[config.mk]
export PLATFORM = sky130hd
export DESIGN_NAME = fifo_main_to_cache
export DESIGN_NICKNAME = d
export VERILOG_FILES = /design/src/rtl/fifo_main_to_cache.sv
export SDC_FILE = /design/constraint.sdc
export NUM_CORES = 1
export LEC_CHECK = 0
export ABC_AREA = 1
export BUFFER_PORTS_ARGS = -buffer_cell sky130_fd_sc_hd__buf_4
export CAP_MARGIN = 20
export CORE_MARGIN = 8
export CORE_UTILIZATION = 31
export CTS_CLUSTER_SIZE = 12
export DETAILED_ROUTE_END_ITERATION = 8
export PLACE_DENSITY_LB_ADDON = 0.12
export SLEW_MARGIN = 0
export SYNTH_ARGS = -nofsm -noshare
export SYNTH_HDL_FRONTEND = slang
export SYNTH_SLANG_ARGS = --single-unit
export TNS_END_PERCENT = 20
[constraint.sdc]
create_clock -name clk -period 4.75 [get_ports clk]
set_clock_uncertainty 0.05 [all_clocks]
set_input_delay 0.2375 -clock clk [delete_from_list [all_inputs] [get_ports clk]]
set_output_delay 0.2375 -clock clk [all_outputs]
set_load 0.005 [all_outputs]
[src/rtl/fifo_main_to_cache.sv]
// fifo_main_to_cache: refill engine moving one cache line from main memory into the cache.
// Define CRITICAL_WORD_FIRST_EN to fetch and deliver the missed word first (wrap order).
module fifo_main_to_cache #(
  parameter int FIFO_WIDTH = 32,
  parameter int LINE_WORDS = 8
) (
  input  logic                  clk,
  input  logic                  rst_n,
  input  logic                  req_valid,
  input  logic [FIFO_WIDTH-1:0] req_addr,
  output logic                  req_ready,
  output logic                  mem_rd_valid,
  output logic [FIFO_WIDTH-1:0] mem_rd_addr,
  input  logic                  mem_rd_ready,
  input  logic                  mem_data_valid,
  input  logic [FIFO_WIDTH-1:0] mem_data,
  output logic                  fill_valid,
  output logic [FIFO_WIDTH-1:0] fill_data,
  output logic [FIFO_WIDTH-1:0] fill_addr,
  output logic                  fill_last,
  input  logic                  fill_ready
);

  localparam int AW = $clog2(LINE_WORDS);
  localparam int CW = AW + 1;
  localparam int OB = AW + 2;
  localparam logic [FIFO_WIDTH-1:0] LMASK =
    FIFO_WIDTH'((LINE_WORDS * 4) - 1);

`ifdef CRITICAL_WORD_FIRST_EN
  localparam bit CWF = 1'b1;
`else
  localparam bit CWF = 1'b0;
`endif

  typedef enum logic [1:0] {
    IDLE,
    CMD,
    FILL
  } state_e;

  state_e                state_q, state_d;
  logic [FIFO_WIDTH-1:0] base_q, base_d;
  logic [AW-1:0]         start_q, start_d;
  logic [CW-1:0]         rx_q, rx_d;
  logic [CW-1:0]         tx_q, tx_d;
  logic [FIFO_WIDTH-1:0] buf_q [LINE_WORDS];
  logic [AW-1:0]         idx;
  logic                  wr_en;
  logic                  rd_en;

  assign req_ready    = (state_q == IDLE);
  assign mem_rd_valid = (state_q == CMD);
  assign mem_rd_addr  = base_q + (FIFO_WIDTH'(start_q) << 2);

  assign fill_valid = (state_q == FILL) && (tx_q < rx_q);
  assign idx        = start_q + tx_q[AW-1:0];
  assign fill_addr  = base_q + (FIFO_WIDTH'(idx) << 2);
  assign fill_last  = (tx_q == CW'(LINE_WORDS - 1));
  // Gate data so stale buffer contents never leak when idle.
  assign fill_data  = fill_valid ? buf_q[tx_q[AW-1:0]] : '0;

  assign wr_en = (state_q == FILL) && mem_data_valid &&
                 (rx_q < CW'(LINE_WORDS));
  assign rd_en = fill_valid && fill_ready;

  always_comb begin
    state_d = state_q;
    base_d  = base_q;
    start_d = start_q;
    rx_d    = rx_q;
    tx_d    = tx_q;
    unique case (state_q)
      IDLE: begin
        if (req_valid) begin
          base_d  = req_addr & ~LMASK;
          start_d = CWF ? req_addr[OB-1:2] : '0;
          state_d = CMD;
        end
      end
      CMD: begin
        if (mem_rd_ready) state_d = FILL;
      end
      FILL: begin
        if (wr_en) rx_d = rx_q + 1'b1;
        if (rd_en) begin
          tx_d = tx_q + 1'b1;
          if (fill_last) begin
            state_d = IDLE;
            rx_d    = '0;
            tx_d    = '0;
          end
        end
      end
      default: state_d = IDLE;
    endcase
  end

  always_ff @(posedge clk or negedge rst_n) begin
    if (!rst_n) begin
      state_q <= IDLE;
      base_q  <= '0;
      start_q <= '0;
      rx_q    <= '0;
      tx_q    <= '0;
    end else begin
      state_q <= state_d;
      base_q  <= base_d;
      start_q <= start_d;
      rx_q    <= rx_d;
      tx_q    <= tx_d;
    end
  end

  always_ff @(posedge clk) begin
    if (wr_en) buf_q[rx_q[AW-1:0]] <= mem_data;
  end

endmodule
Word-level counts from Yosys, hierarchy flattened
Memories as Yosys holds them, arrays and structs flattened.
Index checks and enable logic that the tools add are counted.
W data, S select, Z words.
{ "word_totals": {"ff_bits": 37, "input_bits": 70, "ram_bits": 256, "elab_cells": 37, "mem_count": 1} }
{ "mem_list": {"columns": ["name", "words", "width", "read_ports", "rd_clocked_by_memory_dff", "wr", "line_no", "text"], "rows": [
  ["buf_q", 8, 32, 1, 0, 1, "47", "logic [FIFO_WIDTH-1:0] buf_q [LINE_WORDS];"]
]} }
{ "op_classes": {"n_lt_le_gt_ge": 2, "n_addsub": 3, "mux": 12, "eq_ne": 7, "n_reduce_logical": 8} }
{ "ops": {"columns": ["cell", "n"], "rows": [
  ["$add A32 B5 Y32", 1],
  ["$mux W32", 1],
  ["$mux W4", 4],
  ["$add A4 B1 Y4 const B", 2],
  ["$mux W2", 4],
  ["$ne A2 B2 Y1 const B", 3],
  ["$pmux W2 S3", 1],
  ["$eq A4 B3 Y1 const B", 1],
  ["$logic_and A1 B1 Y1", 4],
  ["$lt A4 B4 Y1", 1],
  ["$lt A4 B4 Y1 const B", 1],
  ["$reduce_and A2 Y1", 2],
  ["$reduce_and A4 Y1", 1],
  ["$eq A2 B1 Y1 const B", 1],
  ["$eq A2 B2 Y1 const B", 1],
  ["$logic_not A2 Y1", 1],
  ["$mux W1", 2],
  ["$ne A2 B1 Y1 const B", 1]
]} }

Logic depth before layout (Yosys ltp)
{ "logic_depth": {"ltp_word": 6, "depth_mapped": 12} }

Worst setup path after synthesis
No wires, ideal clock.
{ "synth_path": {"path_kind": "reg2reg", "from": "register state_q[0]", "to": "memory buf_q[6][0] (enable)", "required_time_ns": 4.239, "path_slack_ns": 1.009, "setup_time_ns": 0.461, "path_stages_with_launch": 5, "t_arrival_ns": 3.230, "n_path_buf": 0, "path_cell_list": "dfrtp_1 > inv_1 > nand4_1 > or2_2 > nor3_1"} }
{ "synth_via": {"elab_chain_len": 5} }
{ "synth_lines": {"columns": ["item", "line_no", "text"], "rows": [
  ["from (decl)", "42", "state_e state_q, state_d;"],
  ["from (signal assigned)", "107", "state_q <= state_d;"],
  ["$eq A2 B2 Y1", "63", "assign wr_en = (state_q == FILL) && mem_data_valid &&"],
  ["$logic_and A1 B1 Y1 (2 in series)", "63", null],
  ["$mux W1", "116", "if (wr_en) buf_q[rx_q[AW-1:0]] <= mem_data;"],
  ["$mux W1 (implied by the code)", "116", null],
  ["to (decl)", "47", null]
]} }
Every way passes these cells.

Worst setup path in the final report
{ "layout_path": {"from": "register tx_q[0]", "to": "output fill_data[21]"} }
{ "layout_via": {"elab_chain_len": 3, "word_cells_on_any_way": 4, "cone_classes": "order compare (1); mux (1); reduce/logical (1); memory (1)"} }
{ "layout_lines": {"columns": ["item", "line_no", "text"], "rows": [
  ["from (decl)", "46", "logic [CW-1:0] tx_q, tx_d;"],
  ["from (signal assigned)", "111", "tx_q <= tx_d;"],
  ["$lt A4 B4 Y1", "56", "assign fill_valid = (state_q == FILL) && (tx_q < rx_q);"],
  ["$logic_and A1 B1 Y1", "56", null],
  ["$mux W32 (*)", "61", "assign fill_data = fill_valid ? buf_q[tx_q[AW-1:0]] : '0;"],
  ["to (decl)", "18", "output logic [FIFO_WIDTH-1:0] fill_data,"]
]} }
Mark *: on every way between the ends. The rest lies on a longest branch, timed or not.

==> run_results.csv <==
group,metric,value,unit
timing,final_hold_violation_count,0,
logic_synthesis,xor_xnor_fraction_of_synth_area,0.216,%
global_route,first_global_vias,7923,
worst_setup_path,crit_reg_reg_startpoint,"tx_q[0]$_DFFE_PN0P_",
placed_design,port_buffers,157,
timing,max-slew-margin-rel,35.0,%
layout,fraction_of_final_layout_cells_sized_beyond_drive_strength_1,23.0,%
worst_setup_path,timing.setup.critical_path_class,"reg -> out",
logic_synthesis,synth_area_per_cell,12.0,sq um
timing,setup_viol_count_final,0,
cts,clk_pin_slew_worst_paths,60,ps
floorplanning,boundaryPins,170,
floorplanning,initial_core_util,31.4,%
worst_setup_path,timing.critical_path.to_type,"output port",
placed_design,dp.final_hpwl,17100,microns
route,drt-vias-per-instance,4.46,
floorplanning,core_region_area,38700,sq um
layout,fill_cells,3739,
route,totalWireLength,30900,microns
worst_setup_path,critical_path_required,4460,ps
worst_setup_path,cp.arrival,3190,ps
layout,flow.area_growth_from_synthesis,24.9,%
logic_synthesis,postSynthCellCount,1017,
cts,clk_path_buf_depth,3,
logic_synthesis,ys_async_sr_fraction,12.6,%
worst_setup_path,cp_slowest_cell,"buf_4",
layout,most-common-layout-cells,"edfxtp_1, nand2_1, buf_4, nor2_1, nand3_1",
worst_hold_path,hold_path.startpoint,"mem_data_valid",
worst_setup_path,critical-path-top-cell-by-count,"nor2_1",
worst_setup_path,critPathMaxStageDelay,870,ps
worst_setup_path,setup.reg_to_reg.worst_slack,1750,ps
cts,numClockSinks,293,
worst_setup_path,critical_path.startpoint_type,"flop",
timing,final_min_period_over_clock_period,73.2,%
timing,rsz0062_at_grt,"no",
worst_setup_path,worstPathCellList,"buf_4 > nor2_1 > nor2_1 > o21ai_0 > nand3_1 > nand2_1 > nor2_1 > buf_4",
logic_synthesis,synthDominantAreaCellType,"edfxtp_1",
layout,multi_input_area,2990,sq um
logic_synthesis,synth.top_cell.area_share,63.2,%
route,drt_iter0_drc,345,
floorplanning,fp.dieH,214,microns
worst_hold_path,min_delay_path_depth,5,
layout,ff_latch_area,8620,sq um
logic_synthesis,largest_family_of_logic_cells_by_synthesized_area,"simple AND/OR/NAND/NOR gates",
logic_synthesis,synth_flop_cell,"edfxtp_1",
route,post-route-drc-count,0,
route,vias,7768,
timing,drv_slew,0,
logic_synthesis,ys_ff_latch,293,
layout,final_area,15200,sq um
global_route,aggregate_global_routing_overflow,0,
floorplanning,num_rows,72,
logic_synthesis,synth.area.top_cells,"edfxtp_1, dfrtp_1, nand2_1",
timing,totalNegativeSetupSlack,0,ps
route,dr.pass1.iters,4,
worst_setup_path,timing.critical_path.fanout_max,83,
timing,max_freq,288,MHz
floorplanning,die_area,45900,sq um
worst_setup_path,reg_to_reg_endpoint,"rx_q[2]$_DFFE_PN0N_",
logic_synthesis,post_synth_instance_area,12200,sq um
logic_synthesis,synth.mux.area_fraction,2.50,%
cts,tritoncts.num_buffers,34,
layout,leading_cell_type_in_the_layout_fill_and_taps_excluded,"edfxtp_1",
job,max_cap_viol_count,0,
floorplanning,die-width,214,microns
cts,post-cts-setup-buffers,0,
global_route,grt_antenna_before_repair,1,
logic_synthesis,synth-adder-area-share,0.514,%
global_route,global_route_usage_over_all_layers,13.2,%
logic_synthesis,synth_cell_type_count,29,
global_route,grt_max_degree,84,
worst_hold_path,worstHoldEndpoint,"rx_q[3]$_DFFE_PN0N_",
cts,insertion_delay,510,ps
layout,final_net_count,1275,
power,worst_ir_drop_vdd,0.000292,V
placed_design,dpl-instance-area,13600,sq um
worst_hold_path,timing.hold.worst.class,"in -> reg",
logic_synthesis,yosys_warnings,0,
run_status,outcome,"finished clean",
timing,timing.final.crit_period,3480,ps
power,static_leakage,5.82,nW
logic_synthesis,yosysSeqAreaShare,70.8,%
cts,htree_num_levels,2,
timing,worst_pin_slew,975,ps
power,powerDensity,625,nW/um^2
logic_synthesis,synth_simple_gate_area_share,16.5,%
route,detail_route_antenna_nets,0,
placed_design,finalWeightedCongestion,0.688,
logic_synthesis,synth_compound_area_share,4.17,%
logic_synthesis,synth_enable_flop_cells,256,
cts,tritoncts,"built",
global_route,first_pass_grt_wire_length,47900,microns
cts,clockRootBuffer,"clkbuf_16",
worst_setup_path,ff_to_ff_path_depth,7,
route,wl_per_cell,17.7,microns
[worst max-delay path, delay by kind of cell, from the launching register on]
family	cells	cell delay, ps
buffers and inverters	2	1040
and+or+nand+nor	5	660
AOI/OAI and AO/OA	1	90
DFF	1	820
[flip-flops by register name (all words and copies together), names as in the netlist]
name / flops
rx_q: 4
buf_q: 256
state_q: 2
tx_q: 4
base_q: 27
[area by class of cell]
type / instances / area share, %
sequential: 293 / 56.7
multi-input combinational: 620 / 19.7
timing repair buffer: 232 / 12.5
clock buffer: 50 / 6.06
tap: 518 / 4.26
inverter: 19 / 0.502
clock inverter: 7 / 0.346
antenna: 1 / 0.0165
[cells in the mapped netlist, types with 2 or more instances]
cell        n
nand3_1    99
xnor2_1     2
inv_4       2
nand2_2    13
edfxtp_1  256
nor2_2     10
nand4_1     4
buf_2      23
nor2_1    162
dfrtp_1    37
nand2_1   184
buf_4      39
nor2_4      2
buf_6       6
clkbuf_1   18
inv_2       2
a21oi_1    32
o21ai_0    68
buf_1       4
ha_1        5
inv_1      15
mux2_2     27
[worst max path at each step]
stage	endpoint	depth (start not counted)	slack [ps]	startpoint
2_1_floorplan	buf_q[6][0]$_DFFE_PP_	4	1010	state_q[0]$_DFFE_PN0P_
3_3_place_gp	rx_q[3]$_DFFE_PN0N_	7	1700	tx_q[0]$_DFFE_PN0P_
3_5_place_dp	rx_q[2]$_DFFE_PN0N_	7	1690	tx_q[0]$_DFFE_PN0P_
4_1_cts	fill_data[29]	8	1170	tx_q[0]$_DFFE_PN0P_
5_1_grt	fill_data[12]	8	1010	tx_q[0]$_DFFE_PN0P_
6_report	fill_data[21]	8	1270	tx_q[0]$_DFFE_PN0P_
[repair_timing]
item	in CTS	in global routing
resized for setup	0	0
hold buffers	61	0
hold endpoints to repair	322	0
endpoints found under the setup margin	0	0
[per-layer routing]
layer	part of all wire [%]	wire (microns)	track usage (%)	vias to the layer above
met5	0	0	0	-
met4	1.7	534	3.27	0
met3	4.6	1420	2.37	39
met2	49	15000	22.6	164
met1	45	13900	17.1	3720
li1	-	-	-	3845
[where the power goes]
group          switching, mW  internal, mW  leakage [nW]
sequential             0.221          3.10          2.77
clock                  0.988          1.35         0.473
combinational           2.27          1.58          2.58
[cells by family (layout without fill, tap and decap cells)]
group | Yosys count | in the layout
and+or+nand+nor | 477 | 477
DFF | 293 | 293
buffers and inverters | 110 | 308
AOI/OAI and AO/OA | 101 | 101
muxes | 27 | 27
adders and majority gates | 5 | 5
xor gates and xnor gates | 3 | 3
other | 1 | 8
[per-stage QoR]
| stage | power (mW) | worst slack, ps | hold WS (ps) | util, % | cells |
|---|---|---|---|---|---|
| floorplan | 5.67 | 1010 | -108 | - | 1023 |
| global placement | 7.33 | 1700 | 200 | 35.2 | 1621 |
| detailed placement | 7.34 | 1690 | 199 | 35.2 | 1621 |
| CTS | 9.74 | 1170 | 21.4 | 39.2 | 1739 |
| global route | 10.2 | 1010 | 95.0 | 39.3 | 1740 |
| finish | 9.50 | 1270 | 39.6 | 39.3 | 1740 |
Note: power is estimated with default switching activity, not from simulation.
